**src/rtl/btn_pkg.sv**
```systemverilog
// ============================================================================
// Module   : btn_pkg
// Purpose  : Shared types and constants for the debounced button front end.
// Revision : 1.0 - initial release
// ============================================================================
`default_nettype none

package btn_pkg;

    typedef enum logic [1:0] {
        ST_RELEASED     = 2'd0,
        ST_PRESS_WAIT   = 2'd1,
        ST_PRESSED      = 2'd2,
        ST_RELEASE_WAIT = 2'd3
    } btn_state_t;

    localparam int CLK_HZ        = 25_000_000;
    localparam int CYCLES_PER_MS = CLK_HZ / 1000;

    function automatic int ms_to_cycles(input int ms);
        return ms * CYCLES_PER_MS;
    endfunction

    // Counter width able to hold max_val, never narrower than one bit.
    function automatic int cnt_width(input int max_val);
        return (max_val < 1) ? 1 : $clog2(max_val + 1);
    endfunction

endpackage

`default_nettype wire

```
**src/rtl/btn_debounce_ch.sv**
```systemverilog
// ============================================================================
// Module   : btn_debounce_ch
// Purpose  : One button channel: 2-flop synchroniser, debounce FSM and
//            long-press timer with registered level/strobe outputs.
// Revision : 1.0 - initial release
// ============================================================================
`default_nettype none

module btn_debounce_ch
    import btn_pkg::*;
#(
    parameter int DEBOUNCE_CYCLES = 250000,
    parameter int LONG_CYCLES     = 25000000,
    parameter bit ACTIVE_LOW      = 1'b0
) (
    input  logic i_clk,
    input  logic i_reset,
    input  logic i_btn,
    output logic o_level,
    output logic o_press,
    output logic o_release,
    output logic o_long
);

    localparam int DW = cnt_width(DEBOUNCE_CYCLES);
    localparam int LW = cnt_width(LONG_CYCLES);
    localparam logic [DW-1:0] c_db_last  = DW'(DEBOUNCE_CYCLES - 1);
    localparam logic [LW-1:0] c_long_max = LW'(LONG_CYCLES);
    localparam bit            c_db_one   = (DEBOUNCE_CYCLES == 1);
    localparam bit            c_long_en  = (LONG_CYCLES > 0);

    logic          r_sync1, r_sync2;
    btn_state_t    r_state, w_state_nxt;
    logic [DW-1:0] r_dcnt, w_dcnt_nxt;
    logic [LW-1:0] r_lcnt, w_lcnt_nxt;
    logic          w_level_nxt, w_press_nxt, w_release_nxt, w_long_nxt;
    logic          w_s;

    assign w_s = r_sync2 ^ ACTIVE_LOW;

    always_ff @(posedge i_clk) begin
        if (i_reset) begin
            r_sync1   <= ACTIVE_LOW;
            r_sync2   <= ACTIVE_LOW;
            r_state   <= ST_RELEASED;
            r_dcnt    <= '0;
            r_lcnt    <= '0;
            o_level   <= 1'b0;
            o_press   <= 1'b0;
            o_release <= 1'b0;
            o_long    <= 1'b0;
        end else begin
            r_sync1   <= i_btn;
            r_sync2   <= r_sync1;
            r_state   <= w_state_nxt;
            r_dcnt    <= w_dcnt_nxt;
            r_lcnt    <= w_lcnt_nxt;
            o_level   <= w_level_nxt;
            o_press   <= w_press_nxt;
            o_release <= w_release_nxt;
            o_long    <= w_long_nxt;
        end
    end

    always_comb begin
        w_state_nxt   = r_state;
        w_dcnt_nxt    = r_dcnt;
        w_lcnt_nxt    = r_lcnt;
        w_level_nxt   = o_level;
        w_press_nxt   = 1'b0;
        w_release_nxt = 1'b0;
        w_long_nxt    = 1'b0;
        unique case (r_state)
            ST_RELEASED: begin
                if (w_s) begin
                    if (c_db_one) begin
                        w_state_nxt = ST_PRESSED;
                        w_level_nxt = 1'b1;
                        w_press_nxt = 1'b1;
                        w_lcnt_nxt  = '0;
                        w_dcnt_nxt  = '0;
                    end else begin
                        w_state_nxt = ST_PRESS_WAIT;
                        w_dcnt_nxt  = DW'(1);
                    end
                end
            end
            ST_PRESS_WAIT: begin
                if (!w_s) begin
                    w_state_nxt = ST_RELEASED;
                    w_dcnt_nxt  = '0;
                end else if (r_dcnt == c_db_last) begin
                    w_state_nxt = ST_PRESSED;
                    w_level_nxt = 1'b1;
                    w_press_nxt = 1'b1;
                    w_lcnt_nxt  = '0;
                    w_dcnt_nxt  = '0;
                end else begin
                    w_dcnt_nxt = r_dcnt + DW'(1);
                end
            end
            ST_PRESSED: begin
                if (!w_s) begin
                    if (c_db_one) begin
                        w_state_nxt   = ST_RELEASED;
                        w_level_nxt   = 1'b0;
                        w_release_nxt = 1'b1;
                        w_dcnt_nxt    = '0;
                    end else begin
                        w_state_nxt = ST_RELEASE_WAIT;
                        w_dcnt_nxt  = DW'(1);
                    end
                end else if (c_long_en && (r_lcnt != c_long_max)) begin
                    // Saturation at c_long_max is what limits o_long to once per press.
                    w_lcnt_nxt = r_lcnt + LW'(1);
                    w_long_nxt = (w_lcnt_nxt == c_long_max);
                end
            end
            ST_RELEASE_WAIT: begin
                if (w_s) begin
                    w_state_nxt = ST_PRESSED;
                    w_dcnt_nxt  = '0;
                end else if (r_dcnt == c_db_last) begin
                    w_state_nxt   = ST_RELEASED;
                    w_level_nxt   = 1'b0;
                    w_release_nxt = 1'b1;
                    w_dcnt_nxt    = '0;
                end else begin
                    w_dcnt_nxt = r_dcnt + DW'(1);
                end
            end
            default: begin
                w_state_nxt = ST_RELEASED;
                w_dcnt_nxt  = '0;
            end
        endcase
    end

endmodule

`default_nettype wire

```
**src/rtl/btn_debounce.sv**
```systemverilog
// ============================================================================
// Module   : btn_debounce
// Purpose  : Debounced ULX3S button front end, one independent channel per pin.
// Revision : 1.0 - initial release
// ============================================================================
`default_nettype none

module btn_debounce
    import btn_pkg::*;
#(
    parameter int              NBTN            = 7,
    parameter int              DEBOUNCE_CYCLES = ms_to_cycles(10),
    parameter int              LONG_CYCLES     = ms_to_cycles(1000),
    parameter logic [NBTN-1:0] ACTIVE_LOW_MASK = 7'b0000001
) (
    input  logic            i_clk,
    input  logic            i_reset,
    input  logic [NBTN-1:0] i_btn,
    output logic [NBTN-1:0] o_level,
    output logic [NBTN-1:0] o_press,
    output logic [NBTN-1:0] o_release,
    output logic [NBTN-1:0] o_long
);

    for (genvar gi = 0; gi < NBTN; gi++) begin : g_ch
        btn_debounce_ch #(
            .DEBOUNCE_CYCLES (DEBOUNCE_CYCLES),
            .LONG_CYCLES     (LONG_CYCLES),
            .ACTIVE_LOW      (ACTIVE_LOW_MASK[gi])
        ) u_ch (
            .i_clk     (i_clk),
            .i_reset   (i_reset),
            .i_btn     (i_btn[gi]),
            .o_level   (o_level[gi]),
            .o_press   (o_press[gi]),
            .o_release (o_release[gi]),
            .o_long    (o_long[gi])
        );
    end

endmodule

`default_nettype wire
```
**config.mk**
```make
export PLATFORM = sky130hd
export DESIGN_NAME = btn_debounce
export DESIGN_NICKNAME = d
export VERILOG_FILES = /design/src/rtl/btn_pkg.sv /design/src/rtl/btn_debounce_ch.sv /design/src/rtl/btn_debounce.sv
export SDC_FILE = /design/constraint.sdc
export NUM_CORES = 1
export LEC_CHECK = 0
export BUFFER_PORTS_ARGS = -buffer_cell sky130_fd_sc_hd__buf_2
export CAP_MARGIN = 20
export CORE_ASPECT_RATIO = 0.9
export CORE_MARGIN = 2
export CORE_UTILIZATION = 55
export DETAILED_ROUTE_END_ITERATION = 16
export MAX_ROUTING_LAYER = met4
export PLACE_DENSITY = 0.69
export SLEW_MARGIN = 20
export SYNTH_ARGS = -nofsm -noshare
export SYNTH_HDL_FRONTEND = slang
export SYNTH_SLANG_ARGS = --single-unit
```
**constraint.sdc**
```tcl
create_clock -name i_clk -period 7 [get_ports i_clk]
set_input_delay 0.35 -clock i_clk [delete_from_list [all_inputs] [get_ports i_clk]]
set_output_delay 0.35 -clock i_clk [all_outputs]
set_load 0.05 [all_outputs]
```
# Yosys cells after proc, flatten, opt, wreduce, memory -nomap -nowiden
# Cells that the tools add are included.
# Widths: inputs -> output; s select.
# totals
register_bits,357
in_bits,9
out_inout_bits,28
elab_cells,462
# classes
add_sub_neg,14
eq_ne,112
mux,168
bitwise,35
n_reduce_logical,70
# op_table
op,count
$mux 25,28
$mux 18,35
$pmux 18 s4,7
$pmux 25 s2,7
$add 25x1->25 const B,7
$eq 25x25->1 const B,7
$ne 25x25->1 const B,7
$add 18x1->18 const B,7
$eq 18x18->1 const B,7
$mux 2,42
$ne 2x1->1 const B,41
$reduce_and 5->1,14
$pmux 2 s4,7
$reduce_or 3->1,14
$mux 1,35
$not 1->1,35
$ne 2x2->1 const B,15
$eq 2x2->1 const B,14
$reduce_and 4->1,7
$reduce_bool 2->1,14
$reduce_or 4->1,7
$ne 3x1->1 const B,7
$ne 3x3->1 const B,7
$eq 2x1->1 const B,7
other kinds (3),21

# Logic depth before layout (Yosys ltp)
# logic_depth
ltp_word,4
ltp_mapped,11

# Cells and area by module
# From an unflattened synthesis, not the netlist that was laid out.
# hier_totals
hier_cells,2668
hier_area_um2,21349.2
# modules_own_cells
mod,n_inst,cells_per_inst,area_each_um2,seq_area_each_um2
btn_debounce_ch at g_ch[1].u_ch ...,5,377,3044.2,1021.0
btn_debounce_ch at g_ch[0].u_ch,1,389,3098.0,1021.0
btn_debounce_ch at g_ch[6].u_ch,1,394,3030.4,1021.0

# Least setup slack after synthesis
# Ideal clock, no wire load.
# synth_timing
path_type,reg2reg
from,register g_ch[2].u_ch.r_lcnt[0]
to,register g_ch[2].u_ch.r_lcnt[22]
setup_time_ns,0.128
t_arrival_ns,2.372
path_slack_ns,4.500
path_stages_with_launch,11
path_buffers,3
period_less_slack_ns,2.500
path_cell_list,dfxtp_1 -> inv_1 -> ha_1 -> or4b_1 -> or4_1 -> clkbuf_1 -> and4_1 -> buf_2 -> buf_6 -> a221oi_1 -> nor2_1
# synth_between
elab_chain_len,4
word_cells_on_any_way,7
classes_between,add/sub (1); eq/ne (2); mux (3); reduce/logical (1)
# synth_lines
item,line_no,source
from (decl),btn_debounce_ch.sv:35,"logic [LW-1:0] r_lcnt, w_lcnt_nxt;"
from (signal assigned),btn_debounce_ch.sv:57,r_lcnt <= w_lcnt_nxt;
$add 25x1->25,btn_debounce_ch.sv:115,w_lcnt_nxt = r_lcnt + LW'(1);
$mux 25,btn_debounce_ch.sv:113,end else if (c_long_en && (r_lcnt != c_long_max)) begin
$mux 25,btn_debounce_ch.sv:103,if (!w_s) begin
$pmux 25 s2,btn_debounce_ch.sv:73,unique case (r_state)
# Several ways; a longest one is shown, not always the timed one. The select of a mux whose other input is x is not followed.
# A chain may end at the register's enable or synchronous reset.

# Final worst setup path
# layout_timing
from,register g_ch[6].u_ch.r_state[0]
to,register g_ch[6].u_ch.r_lcnt[18]
# layout_between
elab_chain_len,3
word_cells_on_any_way,9
classes_between,eq/ne (6); mux (1); reduce/logical (2)
# layout_lines
item,line_no,source
from (decl),btn_debounce_ch.sv:33,"btn_state_t r_state, w_state_nxt;"
from (signal assigned),btn_debounce_ch.sv:55,r_state <= w_state_nxt;
$eq 2x2->1 or $eq 2x1->1 (tied branches),btn_debounce_ch.sv:73,
$ne 2x1->1 (no line) or $reduce_bool 2->1 (tied branches),n/a,
$reduce_and 5->1 (no line),n/a,
to (signal assigned),btn_debounce_ch.sv:57,
to (decl),btn_debounce_ch.sv:35,
# Several ways; a longest one is shown, not always the timed one.

==> results.ini <==
[run_status]
status = finished clean

[floorplan]
core_sq_um = 38200
die_y_um = 190.2
dieArea_sq_um = 40120
io_pins = 37
start_util = 0.5547
die_w_um = 210.9
rows = 68

[pwr]
powerDensity_nw_per_um2 = 210.1
p_switching_mw = 1.206
ir_worst_vdd_v = 0.0001971
p_sw_frac = 0.2534
p_clk_frac = 0.470
pwr-share-seq = 0.438
internal_power_mw = 3.553
power_frac_comb = 0.092
power_mw = 4.759
p_leak_nw = 7.064

[finish]
area_growth_pct = 6.879
drive_gt1_frac = 0.05946
final_core_utilization = 0.5929
nFillCells = 3467
nNetsFinal = 2706
antenna-diode-count = 0

[synthesis]
synth_compound_area_frac = 0.2031
synthMuxAreaShare = 0.01169
yosysMostFrequentCell = dfxtp_1
synth_largest_type_area_fraction = 0.3373
yosys.area.top_type = dfxtp_1
async_flop_share = 0
yosys_register_bits = 357
syn_area_per_cell_sq_um = 7.703
synth_simple_gate_area_frac = 0.3223
synth_edf_count = 0
syn_nets = 2812
ys_warn_count = 0
synth_top_family_by_area = simple AND/OR/NAND/NOR gates
yosys.area_share.xor_xnor = 0.04175
synth_area_sq_um = 21190
synth_cell_type_count = 87
synth_ff_type = dfxtp_1
ys_top_cells_by_area = dfxtp_1, nor2_1, a21oi_1
syn-instance-count = 2751
synthAdderAreaFrac = 0.03070
synthTopCellsByCount = dfxtp_1, nor2_1, nand2_1
yosysSeqAreaShare = 0.3373

[cts]
clock_path_buffers = 3
cts-root-buf = clkbuf_16
cts_resized = 0
cts_sinks = 357
cts_tree = yes
numCtsBuffers = 40
clkTransAtPathRegs_ns = 0.06
clk_latency_ns = 0.57
cts_setup_buffers = 0
htreeDepth = 2

[detailed_routing]
wl_per_cell_um = 16.22
drt_iter0_drc = 1693
num_vias = 20059
wl_um = 51330
remaining_drc_errors = 0
avgViaCountPerCell = 6.340
first_pass_iters = 7
ant_nets = 0

[place]
place.gp.congestion = 0.9085
port_buffers = 36
dp_hpwl_um = 34320
pre_cts_slack_ns = 3.816

[worst_setup_path]
required_ns = 7.49
arrival_ns = 3.59
cp_num_buf_inv = 2
crit_path_start_kind = flip-flop
crit_chain = inv_1 > ha_1 > buf_4 > nor2b_1 > nor3b_1 > a41o_1 > nand3_1 > or4_1 > a21oi_1
cp_top_family = simple AND/OR/NAND/NOR gates
crit_type = flip-flop to flip-flop
crit_path_max_fanout = 18
cp_slowest_cell = or4_1
critPathCaptureType = flip-flop
cpPeakStageDelay_ns = 0.57

[timing]
relSlewSlack = 0.2270
fmaxAchievable_mhz = 321.9
setup-tns-final_ns = 0
fin_ws_ns = 3.893
skew_ns = 0.01420
slew_viol_final = 0
worst_pin_slew_ns = 1.149
finalCriticalPeriod_ns = 3.107
hold_viol = 0
post-route-period-util = 0.4438
hold_slack_ns = 0.03212
rsz0062_at_grt = no
finalSetupViolations = 0

[worst_hold_path]
hp-class = input port to flip-flop

[global_route]
antenna_found_initial = 0
globalRoute.totalOverflow = 0
grt_max_degree = 98
grt_pass1_vias = 18339
grt_usage = 0.2623
grt_first_pass_wirelength_um = 88300

[job]
maxCapViolations = 0

## path summary, 6_finish.rpt
check	slack (ns)	startpoint	endpoint	depth (start not counted)
worst min register to register	0.41	g_ch[0].u_ch.r_sync1$_SDFF_PP1_	g_ch[0].u_ch.r_sync2$_SDFF_PP1_	1
worst min-delay path	0.03	i_btn[4]	g_ch[4].u_ch.r_sync1$_SDFF_PP0_	2
worst max-delay path	3.89	g_ch[6].u_ch.r_state[0]$_SDFFE_PP0P_	g_ch[6].u_ch.r_lcnt[18]$_SDFFE_PP0P_	9
worst max register to register	3.89	g_ch[6].u_ch.r_state[0]$_SDFFE_PP0P_	g_ch[6].u_ch.r_lcnt[18]$_SDFFE_PP0P_	9
## registers in the layout (all words and copies together), names as in the netlist, named ones only
| signal | flops |
|---|---|
| g_ch.u_ch.r_lcnt | 175 |
| g_ch.u_ch.r_state | 7 |
| g_ch.u_ch.o_level | 7 |
| g_ch.u_ch.o_release | 7 |
| g_ch.u_ch.o_press | 7 |
| g_ch.u_ch.o_long | 7 |
| g_ch.u_ch.r_dcnt | 126 |
| g_ch.u_ch.r_sync1 | 7 |
| g_ch.u_ch.r_sync2 | 7 |
## layout make-up
| type | count | area, sq um | share of cell area |
|---|---|---|---|
| clock inverters | 17 | 281.5 | 0.01243 |
| repair buffers | 52 | 319.1 | 0.01409 |
| clock buffers | 54 | 1115 | 0.04922 |
| flip-flops and latches | 357 | 7147 | 0.3156 |
| inverters | 63 | 236.5 | 0.01044 |
| well taps | 490 | 613.1 | 0.02707 |
| multi-input cells | 2131 | 12940 | 0.5712 |
## logic make-up (layout without fill, tap and decap cells)
kind of cell / count (synthesis) / count (layout)
xor gates and xnor gates: 101 / 101
AOI/OAI and AO/OA: 673 / 673
and+or+nand+nor: 1281 / 1281
adders and majority gates: 52 / 52
muxes: 24 / 24
buffers and inverters: 263 / 186
DFF: 357 / 357
## routing by layer
metal | GRT usage | up-vias | share of wire
met2 | 0.4059 | 542 | 0.45
met1 | 0.3551 | 9497 | 0.48
met5 | - | - | 0
li1 | - | 9936 | -
met3 | 0.04167 | 84 | 0.052
met4 | 0.07557 | 0 | 0.020
## power groups by stage
| stage | registers [mW] | clock network [mW] | logic [mW] |
|---|---|---|---|
| after CTS | 2.08 | 2.29 | 0.434 |
| after global routing | 2.08 | 2.37 | 0.493 |
| after global placement | 2.12 | 0 | 0.423 |
| final | 2.08 | 2.24 | 0.439 |
| after detailed placement | 2.13 | 0 | 0.431 |
| after floorplan | 2.12 | 0 | 0.332 |
## stage by stage
stage	instance area (sq um)	cells
3_3_place_gp	21210	3090
4_1_cts	22630	3163
5_1_grt	22650	3164
3_5_place_dp	21210	3090
2_1_floorplan	21190	2751
6_report	22650	3164
## cells in the final DEF, fill, tap and decap left out, drive strengths merged, types with 16 or more instances in the layout
cell type / netlist / routed
dfxtp: 357 / 357
nor2: 276 / 276
nand2: 254 / 254
a21oi: 202 / 202
o21ai: 163 / 163
nand3: 156 / 156
nand4: 92 / 92
nor3: 68 / 68
a311oi: 65 / 65
inv: 63 / 65
xor2: 61 / 61
a31oi: 57 / 57
and3: 55 / 55
clkbuf: 152 / 54
ha: 52 / 52
buf: 48 / 50
or3: 49 / 49
nor4: 47 / 47
xnor2: 40 / 40
and4: 35 / 35
and2: 34 / 34
or4: 33 / 33
a211oi: 30 / 30
nand2b: 29 / 29
nor2b: 29 / 29
nand3b: 24 / 24
nor3b: 24 / 24
o21a: 19 / 19
a41oi: 19 / 19
mux2i: 18 / 18
or2: 16 / 16
## timing repair
action                                  4_1_cts  5_1_grt
hold endpoints to repair                      2        0
endpoints found under the setup margin        0        0
hold buffers                                  2        0
## worst register-to-register path, cell delays in order (launching register included)
cell	delay [ns]
dfxtp_1	0.41
inv_1	0.09
ha_1	0.42
buf_4	0.30
nor2b_1	0.14
nor3b_1	0.27
a41o_1	0.33
nand3_1	0.36
or4_1	0.58
a21oi_1	0.15
Power figures use the tool's default switching activity.
